[config.mk]
export PLATFORM = sky130hd
export DESIGN_NAME = aon_wkup_rst_collector
export DESIGN_NICKNAME = d
export VERILOG_FILES = /design/src/rtl/aon_wkup_rst_collector.sv
export SDC_FILE = /design/constraint.sdc
export NUM_CORES = 1
export LEC_CHECK = 0
export ABC_AREA = 1
export CAP_MARGIN = 20
export CORE_AREA = 2 2 39 41
export CTS_CLUSTER_DIAMETER = 120
export DETAILED_ROUTE_END_ITERATION = 16
export DIE_AREA = 0 0 41 43
export DONT_BUFFER_PORTS = 1
export GPL_ROUTABILITY_DRIVEN = 1
export PLACE_DENSITY = 0.49
export SLEW_MARGIN = 20
export SYNTH_ARGS = -nofsm -noshare
export SYNTH_HDL_FRONTEND = slang
export SYNTH_SLANG_ARGS = --single-unit
[constraint.sdc]
create_clock -name clk_i -period 1.9 [get_ports clk_i]
set_input_delay 0.285 -clock clk_i [delete_from_list [all_inputs] [get_ports clk_i]]
set_output_delay 0.285 -clock clk_i [all_outputs]
set_load 0.05 [all_outputs]
[src/rtl/aon_wkup_rst_collector.sv]
`default_nettype none
// ============================================================================
// Module   : aon_wkup_rst_collector
// Summary  : Filters AON wakeup/reset requests, latches sticky causes and
//            sequences low-power entry/exit (ACTIVE/FALL/SLEEP/RISE).
//            Optional input filters enabled by macro AON_WKUP_FILTER_EN.
// Revision : 1.0 - initial release
// ============================================================================
module aon_wkup_rst_collector #(
  parameter int unsigned NumWkups     = 2,
  parameter int unsigned NumRstReqs   = 2,
  parameter int unsigned FilterCycles = 3
) (
  input  logic                  clk_i,
  input  logic                  rst_i,
  input  logic [NumWkups-1:0]   wkup_req_i,
  input  logic [NumWkups-1:0]   wkup_en_i,
  input  logic [NumRstReqs-1:0] rst_req_i,
  input  logic [NumRstReqs-1:0] rst_en_i,
  input  logic                  low_power_req_i,
  input  logic                  wkup_cause_clr_i,
  output logic                  sleep_mode_o,
  output logic                  wkup_o,
  output logic                  abort_o,
  output logic [NumWkups-1:0]   wkup_cause_o,
  output logic                  rst_req_o,
  output logic [NumRstReqs-1:0] rst_cause_o
);

  localparam logic [1:0] StActive = 2'd0;
  localparam logic [1:0] StFall   = 2'd1;
  localparam logic [1:0] StSleep  = 2'd2;
  localparam logic [1:0] StRise   = 2'd3;

  logic [NumWkups-1:0]   filt_wkup;
  logic [NumRstReqs-1:0] filt_rst;

`ifdef AON_WKUP_FILTER_EN
  localparam int unsigned     CntW    = $clog2(FilterCycles + 1);
  localparam logic [CntW-1:0] CntLast = CntW'(FilterCycles - 1);

  for (genvar i = 0; i < NumWkups; i++) begin : g_wkup_filt
    logic            filt_q, filt_d;
    logic [CntW-1:0] cnt_q, cnt_d;

    // Counter tracks consecutive cycles the raw input disagrees with filt.
    always_comb begin
      filt_d = filt_q;
      cnt_d  = '0;
      if (wkup_req_i[i] != filt_q) begin
        if (cnt_q == CntLast) begin
          filt_d = wkup_req_i[i];
        end else begin
          cnt_d = cnt_q + 1'b1;
        end
      end
    end

    always_ff @(posedge clk_i) begin
      if (rst_i) begin
        filt_q <= 1'b0;
        cnt_q  <= '0;
      end else begin
        filt_q <= filt_d;
        cnt_q  <= cnt_d;
      end
    end

    assign filt_wkup[i] = filt_q;
  end

  for (genvar i = 0; i < NumRstReqs; i++) begin : g_rst_filt
    logic            filt_q, filt_d;
    logic [CntW-1:0] cnt_q, cnt_d;

    always_comb begin
      filt_d = filt_q;
      cnt_d  = '0;
      if (rst_req_i[i] != filt_q) begin
        if (cnt_q == CntLast) begin
          filt_d = rst_req_i[i];
        end else begin
          cnt_d = cnt_q + 1'b1;
        end
      end
    end

    always_ff @(posedge clk_i) begin
      if (rst_i) begin
        filt_q <= 1'b0;
        cnt_q  <= '0;
      end else begin
        filt_q <= filt_d;
        cnt_q  <= cnt_d;
      end
    end

    assign filt_rst[i] = filt_q;
  end
`else
  logic unused_filter_cfg;
  assign unused_filter_cfg = (FilterCycles != 0);
  assign filt_wkup = wkup_req_i;
  assign filt_rst  = rst_req_i;
`endif

  logic [NumWkups-1:0]   wk_hits;
  logic [NumRstReqs-1:0] rs_hits;
  logic                  pend;

  assign wk_hits = filt_wkup & wkup_en_i;
  assign rs_hits = filt_rst & rst_en_i;
  assign pend    = (|wk_hits) | (|rs_hits);

  logic [1:0] state_q, state_d;
  logic       abort_q, abort_d;

  always_ff @(posedge clk_i) begin
    if (rst_i) begin
      state_q <= StActive;
      abort_q <= 1'b0;
    end else begin
      state_q <= state_d;
      abort_q <= abort_d;
    end
  end

  always_comb begin
    state_d = state_q;
    abort_d = 1'b0;
    case (state_q)
      StActive: if (low_power_req_i) state_d = StFall;
      StFall: begin
        if (pend) begin
          state_d = StActive;
          abort_d = 1'b1;
        end else begin
          state_d = StSleep;
        end
      end
      StSleep:  if (pend) state_d = StRise;
      StRise:   state_d = StActive;
      default:  state_d = StActive;
    endcase
  end

  always_comb begin
    sleep_mode_o = (state_q == StSleep);
    wkup_o       = (state_q == StRise);
    abort_o      = abort_q;
  end

  logic [NumWkups-1:0]   wkup_cause_q, wkup_cause_d;
  logic [NumRstReqs-1:0] rst_cause_q, rst_cause_d;
  logic                  rst_req_q;

  // A set in the same cycle as a clear wins for that bit.
  always_comb begin
    wkup_cause_d = wkup_cause_clr_i ? '0 : wkup_cause_q;
    if ((state_q == StFall) || (state_q == StSleep)) begin
      wkup_cause_d = wkup_cause_d | wk_hits;
    end
    rst_cause_d = rst_cause_q | rs_hits;
  end

  always_ff @(posedge clk_i) begin
    if (rst_i) begin
      wkup_cause_q <= '0;
      rst_cause_q  <= '0;
      rst_req_q    <= 1'b0;
    end else begin
      wkup_cause_q <= wkup_cause_d;
      rst_cause_q  <= rst_cause_d;
      rst_req_q    <= |rst_cause_d;
    end
  end

  assign wkup_cause_o = wkup_cause_q;
  assign rst_cause_o  = rst_cause_q;
  assign rst_req_o    = rst_req_q;

endmodule
`default_nettype wire

==> impl_metrics.csv, run 1 <==
group,metric,value,unit
logic_synthesis,postSynthAreaPerCell,8.16,um2
timing,min_period_over_period,79.3,%
clock_tree,path_clk_slew,50,ps
power,power_frac_clock,23.7,%
cells_and_area,final_nets,69,
place,io_buffers,0,
global_route,antenna_found_initial,0,
timing,hold_violations,0,
power,p_per_area,1240,nW/um2
power,seqPwrFrac,49.0,%
detailed_routing,vias,303,
setup_path,worstSetupPathType,"flop to output port",
timing,period_minus_slack,1510,ps
clock_tree,cts_resized,0,
timing,relSlewSlack,62.5,%
clock_tree,hold_buffers,0,
clock_tree,cts_buffer_depth,2,
cells_and_area,antenna_cells,0,
timing,finClkSkew,0.342,ps
job,max_cap_violations,0,
place,dp_hpwl,540,um
power,p_sw_share,40.4,%
place,globalplace.congestion,0.744,
timing,fmax,0.664,GHz
hold_path,hold_path_class,"primary input to flop",
timing,grt_setup_unrepaired,"no",
detailed_routing,post_drt_via_cell_ratio,4.52,
clock_tree,cts_buffers,3,
detailed_routing,avgRoutedWirePerCell,9.22,um
global_route,grt_max_degree,7,
logic_synthesis,synth.cell_area,392,um2
detailed_routing,drtAntennaViolNets,0,
global_route,grt_pass1_wl,993,um
logic_synthesis,syn_nets,64,
cells_and_area,syn2layout_area_growth,10.9,%
power,p_leak,0.204,nW
power,max-vdd-ir-drop,326,uV
die,initial_utilization,28.3,%
detailed_routing,firstDrtPassIters,2,
detailed_routing,drc,0,
global_route,grt_pass1_vias,250,
timing,worstMarginPinSlew,563,ps
place,dp_slack,485,ps
logic_synthesis,ys_ff_latch,8,
setup_path,crit_required,1620,ps
run_status,outcome,"finished, final reports clean",
detailed_routing,dr.first_iter.drc_count,1,
setup_path,critPathMaxFanout,4,
die,fp.dieArea,1760,um2
die,die_w,41,um
logic_synthesis,yosysUniqueCellTypes,14,
logic_synthesis,yosysSeqAreaShare,40.9,%
global_route,grt-ovfl-total,0,
clock_tree,cts_tree,"yes",
logic_synthesis,yosysWarnings,0,
clock_tree,cts.sinks,8,
die,coreArea,1380,um2
global_route,globalRouteTotalUtil,8.84,%
power,p_sw,0.217,mW
clock_tree,cts-root-buf,"clkbuf_4",
timing,setup_slack,394,ps
timing,tns,0,ps
die,io-pin-count,20,
cells_and_area,final_cell_mix,"8 x inv_1, 8 x nand2_1, 8 x dfxtp_1, 5 x a21oi_1",
die,die_h,43,um
setup_path,arrival,1220,ps
power,p_int,0.320,mW
timing,slew_violations,0,
setup_path,startpoint_type,"flop",
cells_and_area,drive_gt1_share,21.6,%
power,power.share.combinational,27.3,%
clock_tree,cts_setup_buffers,0,
clock_tree,insertion_delay,250,ps
logic_synthesis,synth_cells,48,
timing,final-setup-viol-count,0,
detailed_routing,wl,618,um
setup_path,timing.critical_path.to_type,"output port",
die,num_rows,14,
cells_and_area,final.fill_count,157,
clock_tree,htreeDepth,1,
-- metal layers --
metal | part of all wire [%] | global-route usage, % | vias up
met5 | 0 | 0 | -
met4 | 1.3 | 8.00 | 0
met3 | 7.1 | 3.14 | 2
met2 | 54 | 12.2 | 10
met1 | 37 | 9.97 | 135
li1 | - | - | 156
-- cell families after synthesis --
| family | synth area share (%) |
|---|---|
| and+or+nand+nor | 31.0 |
| AOI/OAI and AO/OA | 7.67 |
| buffers and inverters | 7.67 |
| DFF | 40.9 |
| adders and majority gates | 12.8 |
-- power groups by stage --
stage	logic [mW]	registers, mW	clock network [mW]
global route	0.167	0.268	0.142
floorplan	0.129	0.263	0
detailed placement	0.150	0.268	0
finish	0.147	0.263	0.127
global placement	0.150	0.268	0
CTS	0.151	0.264	0.136
-- worst paths after layout --
path	startpoint	endpoint	slack [ps]	depth (start not counted)
max	state_q[0]	sleep_mode_o	390	2
min	rst_i	wkup_cause_o[1]	100	1
max reg2reg	state_q[0]	flop	490	7
min reg2reg	state_q[0]	state_q[0]	560	2
-- synth_stat cells --
cell | instances | area share, %
or2_2 | 1 | 1.6
inv_1 | 8 | 7.7
nand3_1 | 2 | 2.6
a21oi_1 | 5 | 6.4
nand2_4 | 1 | 2.9
nor3_1 | 2 | 2.6
nand2_1 | 8 | 7.7
nand2_2 | 4 | 6.4
nor2_1 | 2 | 1.9
nand3_2 | 1 | 2.6
nor2_4 | 1 | 2.9
o21ai_0 | 1 | 1.3
dfxtp_1 | 8 | 41
ha_1 | 4 | 13
-- critical path: stages, from the launching register on --
cell and delay [ps]:
dfxtp_1 340, inv_1 110, ha_1 520
-- area by class of cell --
cell class | count | area (um2) | area share [%]
Multi-Input combinational cell | 32 | 201 | 46.4
Tap cell | 16 | 20.0 | 4.61
Inverter | 8 | 30.0 | 6.92
Sequential cell | 8 | 160 | 36.9
Clock buffer | 3 | 22.5 | 5.19
-- through the flow --
stage | cell area [um2] | util (%) | std cells | hold slack, ps | total power, mW
6_report | 434 | 31.4 | 67 | 97.3 | 0.536
3_3_place_gp | 412 | 29.7 | 64 | 355 | 0.418
4_1_cts | 434 | 31.4 | 67 | 87.8 | 0.551
3_5_place_dp | 412 | 29.7 | 64 | 357 | 0.418
5_1_grt | 434 | 31.4 | 67 | 80.7 | 0.577
2_1_floorplan | 392 | - | 48 | 354 | 0.392
(Power assumes the default switching activity.)
==> run 2: changes to the inputs <==
- PLACE_DENSITY: 0.49 -> 0.5
- clock period: 1.9 -> 1.2 ns (I/O delays scaled with it)
==> run 2 against run 1 <==
  * Routed wire length up 18%
  * Total power up 78%
  * Sequential share of layout area down 6.6 points
  * Design area up 24%
  * Die area unchanged
  * Global-route usage up 2.1 points
  * Count of clock-buffer cells in the layout unchanged
  * Via count up 10%
  * Clock skew up 2.2 ps
  * Critical path depth up 1
  * Critical endpoint unchanged
  * Largest cell class unchanged
==> impl_metrics.csv, run 2 (same netlist as run 1, synthesis figures left out) <==
group,metric,value,unit
clock_tree,cts_buffer_depth,2,
timing,period_minus_slack,1140,ps
power,max-vdd-ir-drop,755,uV
global_route,grt_pass1_wl,1.25,mm
cells_and_area,instances_no_fill,77,
setup_path,slowest_delay,340,ps
hold_path,holdPathStages,2,
power,seqPwrFrac,39.6,%
place,placed_area,459,um2
clock_tree,cts_buffers,3,
setup_path,cp_cell_sequence,"inv_2, ha_4, buf_8",
place,post-place-cells,70,
setup_path,critPathMaxFanout,3,
clock_tree,insertion_delay,250,ps
die,io-pin-count,20,
die,coreArea,1380,um2
global_route,grt_max_degree,5,
detailed_routing,firstDrtPassIters,2,
timing,grt_setup_unrepaired,"no",
clock_tree,path_clk_slew,50,ps
setup_path,rrSetupSlack,110,ps
timing,relSlewSlack,68.5,%
detailed_routing,drc,0,
place,io_buffers,0,
place,globalplace.congestion,0.728,
timing,hold_violations,0,
setup_path,r2r.worst_path.cells,8,
die,initial_utilization,28.3,%
hold_path,hold_path_class,"primary input to flop",
timing,finClkSkew,2.52,ps
hold_path,min_from,"wkup_en_i[0]",
power,p_sw,0.373,mW
place,dp_hpwl,575,um
power,p_sw_share,39.1,%
setup_path,timing.critical_path.to_type,"output port",
cells_and_area,final_nets,79,
power,p_int,0.582,mW
global_route,grt-ovfl-total,0,
clock_tree,cts.sinks,8,
detailed_routing,avgRoutedWirePerCell,9.45,um
setup_path,cp_num_buf_inv,2,
hold_path,min_to,"wkup_cause_o[0]",
power,p_per_area,1780,nW/um2
power,power_frac_clock,20.5,%
cells_and_area,fin_area,537,um2
clock_tree,htreeDepth,1,
job,max_cap_violations,0,
power,p_leak,0.257,nW
power,power.share.combinational,39.9,%
detailed_routing,dr.first_iter.drc_count,4,
cells_and_area,syn2layout_area_growth,37.1,%
global_route,globalRouteTotalUtil,11.0,%
cells_and_area,final_cell_mix,"8 x nand2_1, 7 x inv_1, 7 x buf_4, 6 x dfxtp_1, 5 x a21oi_1",
timing,fmax,0.881,GHz
run_status,outcome,"finished, final reports clean",
cells_and_area,drive_gt1_share,37.7,%
cells_and_area,final_common_cell,"nand2_1",
global_route,grt_pass1_vias,322,
timing,final-setup-viol-count,0,
global_route,antenna_found_initial,0,
detailed_routing,wl,728,um
detailed_routing,drtAntennaViolNets,0,
die,fp.dieArea,1760,um2
clock_tree,cts-root-buf,"clkbuf_4",
detailed_routing,vias,334,
setup_path,crit_required,1020,ps
setup_path,startpoint_type,"flop",
detailed_routing,post_drt_via_cell_ratio,4.34,
setup_path,worstSetupPathType,"flop to output port",
die,num_rows,14,
timing,tns,0,ps
die,die_h,43,um
die,die_w,41,um
timing,min_period_over_period,94.6,%
timing,worstMarginPinSlew,472,ps
timing,slew_violations,0,
setup_path,arrival,960,ps
setup_path,worstReg2RegStart,"state_q[0]",
cells_and_area,antenna_cells,0,
clock_tree,cts_tree,"yes",
setup_path,path_depth,3,
setup_path,crit_family,"flip-flops",
setup_path,cp_slowest_cell,"dfxtp_2",
[run 2: layout make-up]
| type | count | area (um2) |
|---|---|---|
| Fill cell | 158 | 847 |
| Inverter | 8 | 30.0 |
| Sequential cell | 8 | 163 |
| Clock buffer | 3 | 22.5 |
| Multi-Input combinational cell | 32 | 214 |
| Timing Repair Buffer | 10 | 87.6 |
| Tap cell | 16 | 20.0 |
[run 2: timing repair]
item / CTS / global route
pin swaps: 0 / 0
setup endpoints to repair: 1 / 3
gates resized for setup: 4 / 2
buffers inserted: 2 / 0
endpoints found under the hold margin: 4 / 0
hold buffers: 2 / 0
[run 2: worst max path at each step]
stage               start           end
2_1_floorplan  state_q[0]          flop
3_3_place_gp   state_q[0]          flop
3_5_place_dp   state_q[0]          flop
4_1_cts        state_q[0]  sleep_mode_o
5_1_grt              flop        wkup_o
6_report       state_q[0]  sleep_mode_o
[run 2: per-stage QoR]
| stage | power (mW) | utilization [%] | worst slack [ps] | hold slack (ps) |
|---|---|---|---|---|
| finish | 0.955 | 38.8 | 64.6 | 88.9 |
| global route | 1.04 | 38.8 | 7.24 | 81.4 |
| CTS | 0.950 | 38.0 | 30.8 | 84.5 |
| global placement | 0.692 | 33.2 | 73.6 | 251 |
| floorplan | 0.624 | - | 26.2 | 249 |
| detailed placement | 0.695 | 33.2 | 64.6 | 252 |
[run 2: power by group through the flow]
stage	registers (mW)	clock network, mW	logic, mW
after floorplan	0.416	0	0.208
after global placement	0.379	0	0.313
after detailed placement	0.380	0	0.315
after CTS	0.372	0.206	0.373
after global routing	0.383	0.236	0.425
final	0.378	0.196	0.381
[run 2: worst register-to-register path, stage by stage (launching register included)]
cell	delay, ps
dfxtp_2	340
inv_2	60
ha_4	160
buf_4	130
nand2_2	70
nand3_2	70
nand2_1	60
nand2_1	40
nor2_1	80
[run 2: per-layer routing]
layer | track usage [%] | wire [um] | vias up
met3 | 7.85 | 53 | 0
li1 | - | - | 176
met5 | 0 | 0 | -
met1 | 11.3 | 272 | 144
met4 | 4.00 | 0 | 0
met2 | 16.6 | 402 | 14
